$ cat config.mk
export PLATFORM = sky130hd
export DESIGN_NAME = serial_a_paralelo
export DESIGN_NICKNAME = d
export VERILOG_FILES = /design/src/rtl/serial_a_paralelo.sv
export SDC_FILE = /design/constraint.sdc
export NUM_CORES = 1
export LEC_CHECK = 0
export CAP_MARGIN = 20
export CORE_MARGIN = 4
export CORE_UTILIZATION = 52
export DETAILED_ROUTE_END_ITERATION = 16
export PLACE_DENSITY = 0.79
export SYNTH_ARGS = -nofsm -noshare
export SYNTH_HDL_FRONTEND = slang
export SYNTH_SLANG_ARGS = --single-unit
export TNS_END_PERCENT = 30
$ cat constraint.sdc
create_clock -name clk32f -period 2.1 [get_ports clk32f]
set_clock_uncertainty 0.1 [all_clocks]
set_input_delay 0.42 -clock clk32f [delete_from_list [all_inputs] [get_ports clk32f]]
set_output_delay 0.42 -clock clk32f [all_outputs]
set_load 0.01 [all_outputs]
$ cat src/rtl/serial_a_paralelo.sv
// serial_a_paralelo: receive-side deserializer for the clk32f bit stream.
// It hunts for the COMMA idle byte at any bit offset and aligns the byte
// boundary to it. After LOCK_COUNT aligned commas in a row it locks, and
// from then on it rebuilds bytes and marks each as data or COMMA.
// Optional build macro: S2P_IDLE_COUNT_EN adds a saturating idle_cnt output
// that counts COMMA bytes received while locked.
module serial_a_paralelo #(
    parameter logic [7:0] COMMA      = 8'hBC,
    parameter int         LOCK_COUNT = 4
) (
    input  logic       clk32f,
    input  logic       reset,
    input  logic       in,
    output logic [7:0] out,
    output logic       out_valid,
    output logic       byte_stb,
    output logic       active
`ifdef S2P_IDLE_COUNT_EN
    ,
    output logic [7:0] idle_cnt
`endif
);

    typedef enum logic [1:0] {
        SEARCH  = 2'd0,
        LOCKING = 2'd1,
        ACTIVE  = 2'd2
    } state_t;

    // Lock target as a 4-bit value; legal LOCK_COUNT range is 1..15.
    localparam logic [3:0] LOCK_TARGET = LOCK_COUNT[3:0];

    state_t     r_state;
    logic [7:0] r_sr;
    logic [2:0] r_bit_cnt;
    logic [3:0] r_bc_cnt;
    logic [7:0] r_out;
    logic       r_out_valid;
    logic       r_byte_stb;
    logic       r_active;

    logic [7:0] w_nxt;
    logic       w_is_comma;
    logic       w_boundary;
    logic [3:0] w_bc_inc;

    // The byte as it will look once the current bit is shifted in.
    assign w_nxt      = {r_sr[6:0], in};
    assign w_is_comma = (w_nxt == COMMA);
    // bit_cnt==7 marks the last bit of an aligned byte once aligned.
    assign w_boundary = (r_bit_cnt == 3'd7);
    assign w_bc_inc   = r_bc_cnt + 4'd1;

    // Shift register, bit counter, alignment FSM and registered outputs.
    always_ff @(posedge clk32f) begin
        if (!reset) begin
            r_state     <= SEARCH;
            r_sr        <= 8'h00;
            r_bit_cnt   <= 3'd0;
            r_bc_cnt    <= 4'd0;
            r_out       <= 8'h00;
            r_out_valid <= 1'b0;
            r_byte_stb  <= 1'b0;
            r_active    <= 1'b0;
        end else begin
            r_sr      <= w_nxt;
            r_bit_cnt <= r_bit_cnt + 3'd1;
            case (r_state)
                SEARCH: begin
                    // Any bit offset is acceptable; a hit restarts byte framing.
                    if (w_is_comma) begin
                        r_bit_cnt <= 3'd0;
                        r_bc_cnt  <= 4'd1;
                        if (LOCK_TARGET == 4'd1) begin
                            r_state  <= ACTIVE;
                            r_active <= 1'b1;
                        end else begin
                            r_state <= LOCKING;
                        end
                    end
                end
                LOCKING: begin
                    // Only aligned bytes count; one non-comma drops the offset.
                    if (w_boundary) begin
                        if (w_is_comma) begin
                            r_bc_cnt <= w_bc_inc;
                            if (w_bc_inc == LOCK_TARGET) begin
                                r_state  <= ACTIVE;
                                r_active <= 1'b1;
                            end
                        end else begin
                            r_state  <= SEARCH;
                            r_bc_cnt <= 4'd0;
                        end
                    end
                end
                ACTIVE: begin
                    // Locked: publish each aligned byte with a one-cycle strobe.
                    if (w_boundary) begin
                        r_out       <= w_nxt;
                        r_out_valid <= !w_is_comma;
                        r_byte_stb  <= 1'b1;
                    end else begin
                        r_byte_stb <= 1'b0;
                    end
                end
                default: begin
                    r_state <= SEARCH;
                end
            endcase
        end
    end

    assign out       = r_out;
    assign out_valid = r_out_valid;
    assign byte_stb  = r_byte_stb;
    assign active    = r_active;

`ifdef S2P_IDLE_COUNT_EN
    logic [7:0] r_idle_cnt;

    // Count COMMA bytes seen while locked, saturating at 8'hFF.
    always_ff @(posedge clk32f) begin
        if (!reset) begin
            r_idle_cnt <= 8'h00;
        end else if (r_state == ACTIVE && w_boundary && w_is_comma
                     && r_idle_cnt != 8'hFF) begin
            r_idle_cnt <= r_idle_cnt + 8'd1;
        end
    end

    assign idle_cnt = r_idle_cnt;
`endif

endmodule

==> results of run 1 <==
[final timing paths]
path / cells after the start / to / slack (ps)
min: 1 / r_bit_cnt[0]$_SDFF_PN0_ / 330
max: 1 / out[1] / 370
max reg2reg: 6 / r_bc_cnt[1]$_SDFFE_PN0P_ / 400
min reg2reg: 1 / r_bit_cnt[0]$_SDFF_PN0_ / 330
[cells by family after synthesis]
group,count (synthesis),share of synthesized area [%]
fa+ha+maj,4,4.56
simple gates,46,22.5
buf+inv,9,3.88
flops,27,49.3
mux,10,9.12
compound gates,15,10.7
[state kept, by name (all words and copies together) (netlist names)]
register and count:
out 8, r_bit_cnt 3, active 1, out_valid 1, r_state 2, byte_stb 1
r_bc_cnt 4, r_sr 7
[cells in the final DEF, fill, tap and decap left out, types with 2 or more instances in the layout]
cell type | synthesis | layout
dfxtp_1 | 27 | 27
nor2_1 | 15 | 15
clkdlybuf4s50_1 | 0 | 13
mux2i_1 | 10 | 10
nand2_1 | 9 | 9
and2_1 | 7 | 7
o21ai_0 | 6 | 6
inv_1 | 5 | 5
ha_1 | 4 | 4
nor2b_1 | 3 | 3
nand3_1 | 3 | 3
clkbuf_4 | 0 | 3
a21oi_1 | 2 | 2
and3_1 | 2 | 2
buf_4 | 0 | 2
[per-stage QoR]
step                      utilization, %  power (uW)  setup WS, ps
final                               64.5         765           368
after global routing                64.5         800           301
after CTS                           64.5         779           336
after detailed placement            63.2         563           214
after global placement              63.2         563           222
after floorplan                        -         551           551
[layout make-up]
class / count / area (sq um)
Multi-Input combinational cell: 75 / 514
Clock buffer: 4 / 26.3
Timing Repair Buffer: 15 / 145
Sequential cell: 27 / 541
Tap cell: 27 / 33.8
Inverter: 5 / 18.8
Fill cell: 174 / 703
[metal layers]
| metal | vias up | global-route usage, % | wire length, um | part of all wire [%] |
|---|---|---|---|---|
| met3 | 4 | 2.49 | 60 | 3.2 |
| met4 | 0 | 11.1 | 31 | 1.6 |
| met2 | 14 | 26.0 | 937 | 49 |
| met1 | 372 | 18.9 | 867 | 46 |
| met5 | - | 0 | 0 | 0 |
| li1 | 407 | - | - | - |
[power groups by stage]
| stage | clock, uW | sequential [uW] | combinational (uW) |
|---|---|---|---|
| after global routing | 242 | 525 | 33.4 |
| after detailed placement | 0 | 535 | 27.8 |
| after CTS | 227 | 524 | 28.1 |
| final | 213 | 523 | 27.8 |
| after global placement | 0 | 535 | 28.0 |
| after floorplan | 0 | 534 | 17.4 |
==> flow_metrics.py, run 1 <==
metrics = {
    "clock_network": {
        "cts_buffers": 3,
        "clockRootBuffer": "clkbuf_4",
        "cts_buffer_depth": 2,
        "htree_num_levels": 1,
        "cts_tree": "done",
        "insertion_delay_ps": 320,
        "cts_resized": 0,
        "clk_pin_slew_ps": 140,
        "post_cts_buffers": 0,
        "clock_sinks": 27,
        "cts_hold_buffers": 0,
    },
    "drt": {
        "wire_per_inst_um": 12.4,
        "vias": 797,
        "post-route-drc-count": 0,
        "final_antenna_net_count": 0,
        "dr.pass1.iters": 4,
        "routed_wl_um": 1900,
        "drt_iter0_drc": 13,
        "avgViaCountPerCell": 5.21,
    },
    "power_and_ir_drop": {
        "p_sw_uw": 157,
        "power-per-cell-area_nw_per_um2": 598,
        "clkPwrFrac_pct": 27.9,
        "seqPwrFrac_pct": 68.5,
        "peakVddDrop_uv": 482,
        "intPower_uw": 607,
        "switching_share_pct": 20.6,
        "combPwrFrac_pct": 3.6,
        "p_leak_uw": 0.000587,
    },
    "hold_path": {
        "hp-start": "r_bit_cnt[0]$_SDFF_PN0_",
        "hold_path_class": "flip-flop to flip-flop",
    },
    "layout": {
        "syn_to_final_growth_pct": 16.5,
        "finalNetCount": 134,
        "final_cell_area_sq_um": 1280,
        "n_antenna_cell": 0,
        "drive_above_1_share_pct": 9.52,
        "instances_no_fill": 153,
    },
    "grt": {
        "grtUsageTotal_pct": 15.9,
        "grt_pass1_vias": 819,
        "gr-total-overflow": 0,
        "antenna_found_initial": 0,
        "grt_max_degree": 15,
        "grt_pass1_wl_um": 3350,
    },
    "placed_design": {
        "routabilityCongestion": 0.847,
        "dpl_cell_area_sq_um": 1250,
        "dp_cells": 149,
        "port_buffers": 13,
        "dp_hpwl_um": 1410,
    },
    "sta": {
        "timing.fmax_mhz": 577,
        "grt_setup_unrepaired": "no",
        "tightestPinTransition_ps": 359,
        "hold_ws_ps": 331,
        "report.final.slew_viol_count": 0,
        "fin_crit_sh_pct": 82.5,
        "finalSetupTns_ps": 0,
        "period_minus_slack_ps": 1730,
        "finalSetupViolations": 0,
        "relSlewSlack_pct": 76.0,
        "final_hold_viol_count": 0,
    },
    "worst_setup_path": {
        "worstPathCellList": "clkdlybuf4s50_1",
        "path_class": "flip-flop to primary output",
        "end_kind": "primary output",
        "worstSetupStartpointType": "flip-flop",
        "reg2reg_from": "r_bit_cnt[0]$_SDFF_PN0_",
        "startpoint": "out[1]$_SDFFE_PN0P_",
        "worst-endpoint-required_ps": 1580,
        "critPathMaxFanout": 2,
        "critPathTopFamily": "buffers and inverters",
        "crit_slowest_cell": "clkdlybuf4s50_1",
        "critPathBufInv": 1,
        "cp.arrival_ps": 1210,
        "crit_path_max_incr_delay_ps": 540,
    },
    "floorplanning": {
        "rows": 16,
        "num_io_pins": 14,
        "die_area_sq_um": 2910,
        "die_w_um": 53.9,
        "core_area_sq_um": 1980,
        "dieHeight_um": 53.9,
        "initial_core_util_pct": 55.4,
    },
    "synth": {
        "netlist_area_sq_um": 1100,
        "ys_top_cells_by_count": "dfxtp_1 (27), nor2_1 (15), mux2i_1 (10)",
        "synthTopCellsByArea": "dfxtp_1 (49%), mux2i_1 (9.1%), nor2_1 (5.1%)",
        "synth_most_common_cell": "dfxtp_1",
        "synth_cells": 111,
        "yosysWarnings": 0,
        "syn_avg_cell_area_sq_um": 9.89,
        "yosys.area.top_type_share_pct": 49.3,
        "yosysUniqueCellTypes": 29,
        "synth_edf_count": 0,
        "synth-seq-cells": 27,
        "ys_seq_area_share_pct": 49.3,
        "synth_top_flop_cell": "dfxtp_1",
        "synth_area_leader_cell": "dfxtp_1",
        "ys_async_sr_fraction_pct": 0,
        "syn-num-nets": 118,
    },
    "status": {
        "outcome": "finished clean",
    },
    "flow_run": {
        "max-cap-violations": 0,
    },
}
(Power assumes the default switching activity.)
==> run 2, diff against run 1 <==
clock period = 1.7 ns   (was 2.1 ns; I/O delays follow)
==> flow_metrics.py, run 2 (synthesized netlist as in run 1, its figures left out) <==
metrics = {
    "sta": {
        "grt_setup_unrepaired": "no",
        "finalSetupViolations": 0,
        "relSlewSlack_pct": 80.5,
        "finalSetupTns_ps": 0,
        "report.final.slew_viol_count": 0,
        "final_hold_viol_count": 0,
        "tightestPinTransition_ps": 292,
        "fin_crit_sh_pct": 97.6,
        "period_minus_slack_ps": 1660,
        "timing.fmax_mhz": 603,
    },
    "clock_network": {
        "insertion_delay_ps": 320,
        "post_cts_buffers": 0,
        "htree_num_levels": 1,
        "cts_tree": "done",
        "cts_buffer_depth": 2,
        "clockRootBuffer": "clkbuf_4",
        "clk_pin_slew_ps": 140,
        "cts_buffers": 3,
        "clock_sinks": 27,
    },
    "grt": {
        "use_met2_pct": 30.6,
        "grtUsageMet1_pct": 22.4,
        "antenna_found_initial": 0,
        "use_met3_pct": 3.88,
        "grt_pass1_wl_um": 3930,
        "top_usage_layer": "met2",
        "gr-total-overflow": 0,
        "grtUsageTotal_pct": 18.7,
        "grt_max_degree": 16,
        "grt_pass1_vias": 904,
    },
    "layout": {
        "finalNetCount": 138,
        "final_cell_area_sq_um": 1330,
        "fillCellCount": 162,
        "largest_reg_flops": 8,
        "n_antenna_cell": 0,
        "drive_above_1_share_pct": 14.6,
        "final_common_cell": "dfxtp_1",
        "syn_to_final_growth_pct": 21.3,
        "final_cell_mix": "dfxtp_1 (26), nor2_1 (15), mux2i_1 (10)",
    },
    "placed_design": {
        "dpl_cell_area_sq_um": 1280,
        "routabilityCongestion": 0.807,
        "dp_hpwl_um": 1570,
        "port_buffers": 13,
    },
    "drt": {
        "avgViaCountPerCell": 5.29,
        "drt_iter0_drc": 15,
        "routed_wl_um": 2180,
        "wire_per_inst_um": 13.9,
        "final_antenna_net_count": 0,
        "post-route-drc-count": 0,
        "vias": 830,
        "dr.pass1.iters": 4,
    },
    "worst_setup_path": {
        "worstPathCellList": "clkdlybuf4s50_1",
        "critPathMaxFanout": 2,
        "worstSetupStartpointType": "flip-flop",
        "worst-endpoint-required_ps": 1260,
        "path_class": "flip-flop to primary output",
        "crit_path_max_incr_delay_ps": 530,
        "end_kind": "primary output",
        "cp.arrival_ps": 1220,
        "critPathBufInv": 1,
        "crit_slowest_cell": "clkdlybuf4s50_1",
        "critPathTopFamily": "buffers and inverters",
        "r2r_slack_ps": 160,
    },
    "power_and_ir_drop": {
        "combPwrFrac_pct": 4.0,
        "intPower_uw": 749,
        "p_sw_uw": 207,
        "seqPwrFrac_pct": 67.8,
        "power-per-cell-area_nw_per_um2": 718,
        "clkPwrFrac_pct": 28.2,
        "p_leak_uw": 0.000739,
        "peakVddDrop_uv": 615,
        "switching_share_pct": 21.6,
    },
    "floorplanning": {
        "rows": 16,
        "die_area_sq_um": 2910,
        "num_io_pins": 14,
        "core_area_sq_um": 1980,
        "dieHeight_um": 53.9,
        "initial_core_util_pct": 55.4,
        "die_w_um": 53.9,
    },
    "status": {
        "outcome": "finished clean",
    },
    "hold_path": {
        "hold_path_class": "flip-flop to flip-flop",
    },
    "flow_run": {
        "max-cap-violations": 0,
    },
}
## run 2: cell types whose count changed in the layout (fill, tap and decap cells not counted), sizes merged
cell           before  now
clkbuf              4    3
buf                 2    6
dlymetal6s2s        0    7
clkdlybuf4s50      13    6
clkinv              0    1
## run 2: final cells by class
type,count,area [sq um],share of cell area (%)
Tap cell,27,33.8,2.54
Sequential cell,27,542,40.7
Clock buffer,3,22.5,1.69
Inverter,5,18.8,1.41
Multi-Input combinational cell,75,517,38.8
Timing Repair Buffer,19,193,14.5
Clock inverter,1,5.00,0.376
## run 2: final timing paths
kind,startpoint,endpoint,cells past startpoint
setup / recovery,out_valid$_SDFFE_PN0P_,out_valid,1
hold / removal,r_bit_cnt[0]$_SDFF_PN0_,r_bit_cnt[0]$_SDFF_PN0_,1
setup reg to reg,r_bit_cnt[0]$_SDFF_PN0_,r_bc_cnt[1]$_SDFFE_PN0P_,6
hold reg to reg,r_bit_cnt[0]$_SDFF_PN0_,r_bit_cnt[0]$_SDFF_PN0_,1
## run 2: repair_timing
item | 4_1_cts | 5_1_grt
resized for setup | 0 | 9
hold endpoints to repair | 0 | 0
setup endpoints to repair | 0 | 10
hold buffers | 0 | 0
## run 2: power by group through the flow
stage / registers [uW] / clock network, uW / logic, uW
floorplan: 659 / 0 / 21.5
global placement: 661 / 0 / 36.1
detailed placement: 661 / 0 / 37.8
CTS: 648 / 283 / 38.0
global route: 649 / 304 / 43.8
finish: 647 / 270 / 38.3
## run 2: stage by stage
stage          power [uW]  instances  setup WS, ps  hold WS, ps  util [%]
5_1_grt               997        157          6.66          360      67.2
2_1_floorplan         681        111           151          298         -
3_3_place_gp          697        153         -71.6          310      64.7
6_report              955        157          41.1          329      67.2
3_5_place_dp          699        153          -121          316      64.7
4_1_cts               969        157          5.94          336      66.1
## run 2: per-layer routing
layer  vias to the layer above  share of wire, %
met5                         -                 0
met4                         0               1.9
met3                         6               3.2
met2                        19                49
met1                       387                46
li1                        418                 -
